===== src/rtl/tetris_pkg.sv =====
// Shared constants for the tetromino selector: shape codes and default PRBS settings.
package tetris_pkg;

  localparam int NUM_SHAPES = 7;

  typedef enum logic [2:0] {
    SHAPE_I = 3'd0,
    SHAPE_O = 3'd1,
    SHAPE_T = 3'd2,
    SHAPE_S = 3'd3,
    SHAPE_Z = 3'd4,
    SHAPE_J = 3'd5,
    SHAPE_L = 3'd6
  } shape_e;

  // The one 3-bit code with no ROM entry; candidates equal to it are dropped.
  localparam logic [2:0] SHAPE_REJECT = 3'(NUM_SHAPES);

  localparam int          LFSR_WIDTH_DEF = 16;
  localparam logic [15:0] LFSR_TAPS_DEF  = 16'hB400;
  localparam logic [15:0] LFSR_SEED_DEF  = 16'hACE1;

  function automatic logic shape_valid(input logic [2:0] code);
    return code != SHAPE_REJECT;
  endfunction

endpackage


===== src/rtl/prbs_lfsr.sv =====
// Free-running Fibonacci LFSR with a zero-state escape; exposes the full state.
module prbs_lfsr
  import tetris_pkg::*;
#(
  parameter int                    LFSR_WIDTH = LFSR_WIDTH_DEF,
  parameter logic [LFSR_WIDTH-1:0] TAPS       = LFSR_TAPS_DEF,
  parameter logic [LFSR_WIDTH-1:0] SEED       = LFSR_SEED_DEF
) (
  input  logic                  gclk,
  input  logic                  grst_n,
  output logic [LFSR_WIDTH-1:0] state
);

  localparam logic [LFSR_WIDTH-1:0] ONE = {{(LFSR_WIDTH-1){1'b0}}, 1'b1};

  logic                  fb;
  logic [LFSR_WIDTH-1:0] state_nxt;

  always_comb begin
    fb        = ^(state & TAPS);
    state_nxt = {state[LFSR_WIDTH-2:0], fb};
    // All-zero is a fixed point of the shift; kick it back onto the sequence.
    if (state == '0) state_nxt = ONE;
  end

  always_ff @(posedge gclk or negedge grst_n) begin
    if (!grst_n) state <= SEED;
    else         state <= state_nxt;
  end

endmodule


===== src/rtl/tetromino_address_gen.sv =====
// Shape ROM address source: low LFSR bits, code 7 rejected by holding the last address.
module tetromino_address_gen
  import tetris_pkg::*;
#(
  parameter int                    LFSR_WIDTH = LFSR_WIDTH_DEF,
  parameter logic [LFSR_WIDTH-1:0] TAPS       = LFSR_TAPS_DEF,
  parameter logic [LFSR_WIDTH-1:0] SEED       = LFSR_SEED_DEF
) (
  input  logic       i_pixclk,
  input  logic       i_reset_n,
  output logic [2:0] o_tetromino_address
);

  logic [LFSR_WIDTH-1:0] lfsr_q;
  logic [2:0]            cand;
  logic                  lfsr_unused;

  prbs_lfsr #(
    .LFSR_WIDTH (LFSR_WIDTH),
    .TAPS       (TAPS),
    .SEED       (SEED)
  ) u_lfsr (
    .gclk   (i_pixclk),
    .grst_n (i_reset_n),
    .state  (lfsr_q)
  );

  assign cand        = lfsr_q[2:0];
  assign lfsr_unused = ^lfsr_q[LFSR_WIDTH-1:3];

  // Candidate comes from the pre-shift state, so address and LFSR move on the same edge.
  always_ff @(posedge i_pixclk or negedge i_reset_n) begin
    if (!i_reset_n)             o_tetromino_address <= SHAPE_I;
    else if (shape_valid(cand)) o_tetromino_address <= cand;
  end

endmodule


===== config.mk =====
export PLATFORM = sky130hd
export DESIGN_NAME = tetromino_address_gen
export DESIGN_NICKNAME = d
export VERILOG_FILES = /design/src/rtl/tetris_pkg.sv /design/src/rtl/prbs_lfsr.sv /design/src/rtl/tetromino_address_gen.sv
export SDC_FILE = /design/constraint.sdc
export NUM_CORES = 1
export LEC_CHECK = 0
export CORE_AREA = 10 10 56 58
export CTS_BUF_LIST = sky130_fd_sc_hd__clkbuf_8 sky130_fd_sc_hd__clkbuf_16
export CTS_CLUSTER_DIAMETER = 30
export DETAILED_ROUTE_END_ITERATION = 16
export DIE_AREA = 0 0 66 68
export GPL_TIMING_DRIVEN = 0
export PLACE_DENSITY = 0.61
export SETUP_SLACK_MARGIN = 0.05
export SYNTH_ARGS = -nofsm -noshare
export SYNTH_HDL_FRONTEND = slang
export SYNTH_SLANG_ARGS = --single-unit

===== constraint.sdc =====
create_clock -name i_pixclk -period 2.2 [get_ports i_pixclk]
set_input_delay 0.55 -clock i_pixclk [delete_from_list [all_inputs] [get_ports i_pixclk]]
set_output_delay 0.55 -clock i_pixclk [all_outputs]
set_load 0.01 [all_outputs]

Yosys cells after proc, flatten, opt, wreduce, memory -nomap -nowiden. Cells that the tools add are included.

Muxes and demuxes: 1. Reductions and logical operators: 2. Equal/unequal tests: 1.

Operator list (number): zero test 16 bit (1); 2-to-1 mux 16 bit (1); parity 16 bit (1); inequality test 3 bit (second input constant) (1).

Output and inout bits: 3. Register bits after elaboration: 19.

Depth between registers and ports, before layout. Gate-level depths: netlist of run 1.

Depth after elaboration: 2. Gate-level depth with buffers: 4.

Modules after synthesis. Synthesis of run 1 repeated with hierarchy kept, for this count alone.

Cells, all modules: 50. Area total of the unflattened synthesis: 681.9 um^2.

Modules (own cells, without submodules): prbs_lfsr (cells an instance 40, times used 1, seq. area each 410.4 um^2, area an instance 570.5 um^2); tetromino_address_gen (cells an instance 10, times used 1, seq. area each 75.1 um^2, area an instance 111.4 um^2).

Worst setup path before layout of run 1. No wires, ideal clock.

Path type: register to register. Start: register u_lfsr.state[13]. End: register u_lfsr.state[0]. Path slack: 0.928 ns. Arrival time: 1.193 ns. Buffers on the path: 0. Stages on the path, launching flop included: 5. Cell sequence: dfstp_2 > inv_1 > ha_1 > xor3_1 > a41o_1.

Cells in the longest elaborated chain, start to end: 2.

RTL lines: start, declared (line prbs_lfsr.sv:11) `output logic [LFSR_WIDTH-1:0] state`; start signal, assigned (line prbs_lfsr.sv:28) `else state <= state_nxt;`; parity 16 bit or zero test 16 bit (tied branches) (line prbs_lfsr.sv:20, prbs_lfsr.sv:23); 2-to-1 mux 16 bit (*) (line prbs_lfsr.sv:23) `if (state == '0) state_nxt = ONE;`; via u_lfsr.state_nxt[0] (line prbs_lfsr.sv:17) `logic [LFSR_WIDTH-1:0] state_nxt;`.

Mark *: on every way through the listed nets, which the timed path passes. The rest lies on a longest branch. A chain may end at the register's enable or synchronous reset.

Final worst setup path of run 1.
Start: register o_tetromino_address[2]. End: output o_tetromino_address[2].

RTL lines: start, declared (line tetromino_address_gen.sv:11) `output logic [2:0] o_tetromino_address`; start signal, assigned (line tetromino_address_gen.sv:34) `else if (shape_valid(cand)) o_tetromino_address <= cand;`.

No word-level cell between the ends.

==> flow_summary.yaml, run 1 <==
layout:
  antenna_cells: 0
  n_fill_cell: 207
  area_growth_pct: 17.9
  drive_above_1_share: 0.246
  nets: 61
  multiInputGateArea_um2: 136
  seqCellArea_um2: 485
hold_path:
  hp-class: "reg -> reg"
  hold_depth: 1
  min_from: "u_lfsr.state[5]"
  hold_path_end: "u_lfsr.state[6]"
synthesis:
  synth-main-ff-cell: "dfrtp_1"
  synth_top_area_cell: "dfrtp_1"
  yosys_warnings: 0
  ys_types: 14
  avgSynthCellArea_um2: 13.8
  synth_edf_count: 0
  netlist_instances: 49
  ys_ff_latch: 19
  synth-seq-area-share: 0.716
  synth_common_cells: "clkbuf_1 (13), dfrtp_1 (11), dfstp_2 (8)"
  synth_area_leaders: "dfrtp_1 (41%), dfstp_2 (31%), clkbuf_1 (7.2%), xor3_1 (3.5%), o21a_1 (3.3%)"
  synth.top_cell.area_share: 0.406
  yosysMostFrequentCell: "clkbuf_1"
  syn_nets: 52
  ys_async_sr_fraction: 1.00
  netlist_area_um2: 678
die:
  fp.coreArea_mm2: 0.00211
  dieWidth_um: 66
  initial_utilization: 0.322
  die_h_um: 68
  fp.dieArea_mm2: 0.00449
  num_io_pins: 5
  rows: 17
placed_design:
  portBuffers: 4
  gp_congestion: 0.731
worst_setup_path:
  end_kind: "primary output"
  crit_slowest_cell: "clkdlybuf4s50_1"
  rr_endpoint: "u_lfsr.state[0]"
  cp_max_fo: 2
  worst-endpoint-required_ps: 1650
  path_class: "reg -> out"
  ff2ff_path_depth: 4
  rrSetupSlack_ps: 870
  worstPathCellList: "clkdlybuf4s50_1"
  cp_data_arrival_time_ps: 1160
  cp-start-kind: "flop"
  cpLargestDelayFamily: "buffers and inverters"
  regToRegStartpoint: "u_lfsr.state[13]"
  max_stage_delay_ps: 540
  path_buf_inv: 1
job:
  cap_viol_max_count: 0
route:
  dr.pass1.iters: 4
  drc_errors: 0
  drtIter0Drc: 3
  drt-total-wl_mm: 1.06
  final_antenna_net_count: 0
  viasPerCell: 4.26
  via_count: 362
  wl_per_cell_um: 12.4
cts:
  clock_latency_ps: 250
  numCtsBuffers: 3
  cts.path.max_buffers: 2
  cts_setup_buffers: 0
  htreeDepth: 1
  cts-root-buf: "clkbuf_8"
  ctsResizeCount: 0
  clkSinkCount: 19
  clk_pin_slew_worst_paths_ps: 70
  tritoncts: "built"
  cts_hold_buf: 0
power:
  p_switching_mw: 0.115
  peakVddDrop_mv: 0.230
  seq_power_share: 0.591
  intPower_mw: 0.477
  power_switching_share: 0.195
  power_frac_comb: 0.013
  power.leakage_nw: 0.346
  power.density_mw_per_mm2: 741
  clockPowerShare: 0.396
global_routing:
  grt_overflow: 0
  antenna_found_initial: 0
  track_usage: 0.0600
  grt_pass1_wl_mm: 1.94
  grt_max_degree: 20
  grt_pass1_vias: 420
timing:
  setup_viol: 0
  final_max_slew_viol_count: 0
  min_period_over_period: 0.776
  slew_headroom: 0.458
  hold_viol_final: 0
  fmax_mhz: 585
  fin_crit_ps: 1710
  rsz0062_at_grt: "false"
  hold_slack_ps: 447
  finalSetupTns_ps: 0
  fin_worst_skew_ps: 1.17
  worst_pin_slew_ps: 810
status:
  status: "complete, no violations"
## layer usage
metal,part of all wire,wire (um),up-vias,global-route usage
met4,0.027,29,0,0.0628
met5,0,0,-,0
met2,0.57,598,7,0.100
met1,0.38,403,182,0.0587
li1,-,-,170,-
met3,0.024,25,3,0.0147
## cells in the final DEF, fill, tap and decap left out
cell type,count
a41o_1,1
nor4b_2,1
xor3_1,1
clkbuf_8,3
a41oi_1,2
inv_1,2
dfrtp_1,11
nor4_1,1
clkdlybuf4s50_1,4
nor3_1,1
clkbuf_1,13
ha_1,1
o21a_1,3
dfstp_2,8
nor4_2,1
clkinv_2,1
nand2_1,3
## cells by family (layout without fill, tap and decap cells)
family          Yosys count  after routing  synth area share
compound gates            6              6            0.0738
xor+xnor                  1              1            0.0351
fa+ha+maj                 1              1            0.0184
buf+inv                  15             23            0.0830
flops                    19             19             0.716
simple gates              7              7            0.0738
## through the flow
stage          power [mW]  instance area [um^2]  setup slack (ps)   util  instances
2_1_floorplan       0.356                   678               928      -         49
3_3_place_gp        0.364                   753               618  0.358         81
3_5_place_dp        0.364                   753               599  0.358         81
4_1_cts             0.603                   800               467  0.380         85
5_1_grt             0.619                   800               429  0.380         85
6_report            0.593                   800               492  0.380         85
## state kept, by name (all words and copies together), names as in the netlist
name,flops
o_tetromino_address,3
u_lfsr.state,16
## power by group through the flow
| stage | registers, mW | logic (mW) | clock network [mW] |
|---|---|---|---|
| floorplan | 0.356 | 0.0000000951 | 0 |
| global placement | 0.356 | 0.00814 | 0 |
| detailed placement | 0.356 | 0.00830 | 0 |
| CTS | 0.350 | 0.00853 | 0.245 |
| global route | 0.350 | 0.00941 | 0.260 |
| finish | 0.350 | 0.00780 | 0.235 |
## worst max-delay path by stage
| stage | from | to | slack [ps] | cells past startpoint |
|---|---|---|---|---|
| 6_report | o_tetromino_address[2] | o_tetromino_address[2] | 490 | 1 |
| 5_1_grt | o_tetromino_address[2] | o_tetromino_address[2] | 430 | 1 |
| 4_1_cts | o_tetromino_address[2] | o_tetromino_address[2] | 470 | 1 |
| 3_5_place_dp | i_reset_n | o_tetromino_address[1] | 600 | 1 |
| 3_3_place_gp | i_reset_n | o_tetromino_address[2] | 620 | 1 |
| 2_1_floorplan | u_lfsr.state[13] | u_lfsr.state[0] | 930 | 4 |
## area by class of cell
| class | count | share of cell area |
|---|---|---|
| Sequential cell | 19 | 0.607 |
| Multi-Input combinational cell | 15 | 0.171 |
| Buffer | 13 | 0.0610 |
| Clock buffer | 3 | 0.0516 |
| Timing Repair Buffer | 4 | 0.0501 |
| Tap cell | 28 | 0.0438 |
| Inverter | 2 | 0.00939 |
| Clock inverter | 1 | 0.00626 |
No activity file was read; power rests on OpenSTA's default activity.
==> inputs of run 2 (changes only) <==
==> constraint.sdc (replaced) <==
create_clock -name i_pixclk -period 1.6 [get_ports i_pixclk]
set_input_delay 0.4 -clock i_pixclk [delete_from_list [all_inputs] [get_ports i_pixclk]]
set_output_delay 0.4 -clock i_pixclk [all_outputs]
set_load 0.01 [all_outputs]
==> run 2 against run 1 <==
Effect of this change:
- die area did not move
- clock power rose by 37%
- core utilization fell by 0.18 points
- clock-buffer cell count did not move
- register-to-register slack got worse by 600 ps
- first-iteration DRC count did not move
- sequential power rose by 37%
- combinational power rose by 37%
- final cell count did not move
- cell area fell by 0.47%
- clock skew barely moved
- critical endpoint unchanged
- largest cell class unchanged
==> flow_summary.yaml, run 2 (synthesis results as in run 1) <==
cts:
  cts_setup_buffers: 0
  cts_hold_buf: 0
  cts-root-buf: "clkbuf_8"
  tritoncts: "built"
  clk_pin_slew_worst_paths_ps: 70
  numCtsBuffers: 3
  clock_latency_ps: 250
  clkSinkCount: 19
  htreeDepth: 1
  cts.path.max_buffers: 2
timing:
  slew_headroom: 0.457
  min_period_over_period: 0.831
  finalSetupTns_ps: 0
  fin_worst_skew_ps: 1.18
  worst_pin_slew_ps: 811
  setup_viol: 0
  rsz0062_at_grt: "false"
  fin_crit_ps: 1330
  hold_viol_final: 0
  fmax_mhz: 752
  final_max_slew_viol_count: 0
global_routing:
  grt_max_degree: 20
  track_usage: 0.0590
  grt_pass1_wl_mm: 1.90
  grt_overflow: 0
  grt_pass1_vias: 411
  antenna_found_initial: 0
worst_setup_path:
  path_class: "reg -> out"
  worstPathCellList: "dlygate4sd2_1"
  path_buf_inv: 1
  cp_max_fo: 2
  max_stage_delay_ps: 390
  rrSetupSlack_ps: 270
  ff2ff_path_depth: 4
  end_kind: "primary output"
  rr_endpoint: "u_lfsr.state[0]"
  cp-start-kind: "flop"
  cpLargestDelayFamily: "flip-flops"
  regToRegStartpoint: "u_lfsr.state[13]"
  crit_slowest_cell: "dfrtp_1"
  worst-endpoint-required_ps: 1200
  cp_data_arrival_time_ps: 930
route:
  top_layer_used: "met4"
  wl_per_cell_um: 12.4
  drt-total-wl_mm: 1.05
  final_antenna_net_count: 0
  drtIter0Drc: 3
  via_count: 364
  dr.pass1.iters: 4
  wl_met3_um: 25
  drc_errors: 0
  viasPerCell: 4.28
  met1Wirelength_um: 401
  wl_met2_um: 593
hold_path:
  hp-class: "reg -> reg"
  hold_path_end: "u_lfsr.state[6]"
  hold_depth: 1
  min_from: "u_lfsr.state[5]"
power:
  peakVddDrop_mv: 0.316
  power.leakage_nw: 0.347
  power.density_mw_per_mm2: 1020
layout:
  regMostFlops: "u_lfsr.state"
  reg_top3: "u_lfsr.state: 16 flops, o_tetromino_address: 3 flops"
  largest_register_ffs: 16
  seqCellArea_um2: 485
  area_growth_pct: 17.3
  layout_common_cells: "clkbuf_1 (13), dfrtp_1 (11), dfstp_2 (8)"
  stdcell_count: 85
  nets: 61
  mostFrequentLayoutCell: "clkbuf_1"
  antenna_cells: 0
  drive_above_1_share: 0.246
  multiInputGateArea_um2: 136
  n_fill_cell: 206
die:
  die_h_um: 68
  rows: 17
  fp.coreArea_mm2: 0.00211
  dieWidth_um: 66
  num_io_pins: 5
  fp.dieArea_mm2: 0.00449
  initial_utilization: 0.322
placed_design:
  gp_congestion: 0.731
  portBuffers: 4
  dp_cells: 81
job:
  cap_viol_max_count: 0
status:
  status: "complete, no violations"
## run 2: per-stage QoR
step | power, mW | worst slack, ps | area, um^2 | util | hold WS (ps)
2_1_floorplan | 0.490 | 328 | 678 | - | 104
3_3_place_gp | 0.501 | 168 | 753 | 0.358 | 435
3_5_place_dp | 0.501 | 149 | 753 | 0.358 | 441
4_1_cts | 0.829 | 251 | 796 | 0.378 | 452
5_1_grt | 0.851 | 202 | 796 | 0.378 | 462
6_report | 0.815 | 270 | 796 | 0.378 | 447
## run 2: area by class of cell
class / instances / area share
Inverter: 2 / 0.00943
Buffer: 13 / 0.0613
Timing Repair Buffer: 4 / 0.0456
Tap cell: 28 / 0.0440
Clock inverter: 1 / 0.00629
Clock buffer: 3 / 0.0519
Sequential cell: 19 / 0.610
Multi-Input combinational cell: 15 / 0.171
## run 2: worst max-delay path by stage
stage / cells past startpoint / startpoint / endpoint / slack (ps)
final: 1 / o_tetromino_address[2] / o_tetromino_address[2] / 270
after detailed placement: 1 / i_reset_n / o_tetromino_address[1] / 150
after global placement: 1 / i_reset_n / o_tetromino_address[2] / 170
after global routing: 2 / u_lfsr.state[4] / u_lfsr.state[14] / 200
after floorplan: 4 / u_lfsr.state[13] / u_lfsr.state[0] / 330
after CTS: 1 / o_tetromino_address[2] / o_tetromino_address[2] / 250
## run 2: timing repair
| action | CTS | global route |
|---|---|---|
| endpoints found under the setup margin | 3 | 0 |
| gates resized for setup | 3 | 0 |
| hold endpoints to repair | 0 | 0 |
## run 2: where the power goes
part	total, mW	internal (mW)	switching [mW]	leakage (nW)
Clock	0.323	0.173	0.150	0.0255
Combinational	0.0107	0.00214	0.00859	0.112
Sequential	0.481	0.481	0	0.209
## run 2: metal layers
layer	global-route usage	vias to the layer above
li1	-	171
met1	0.0558	183
met2	0.100	7
met3	0.0147	3
met4	0.0628	0
met5	0	-
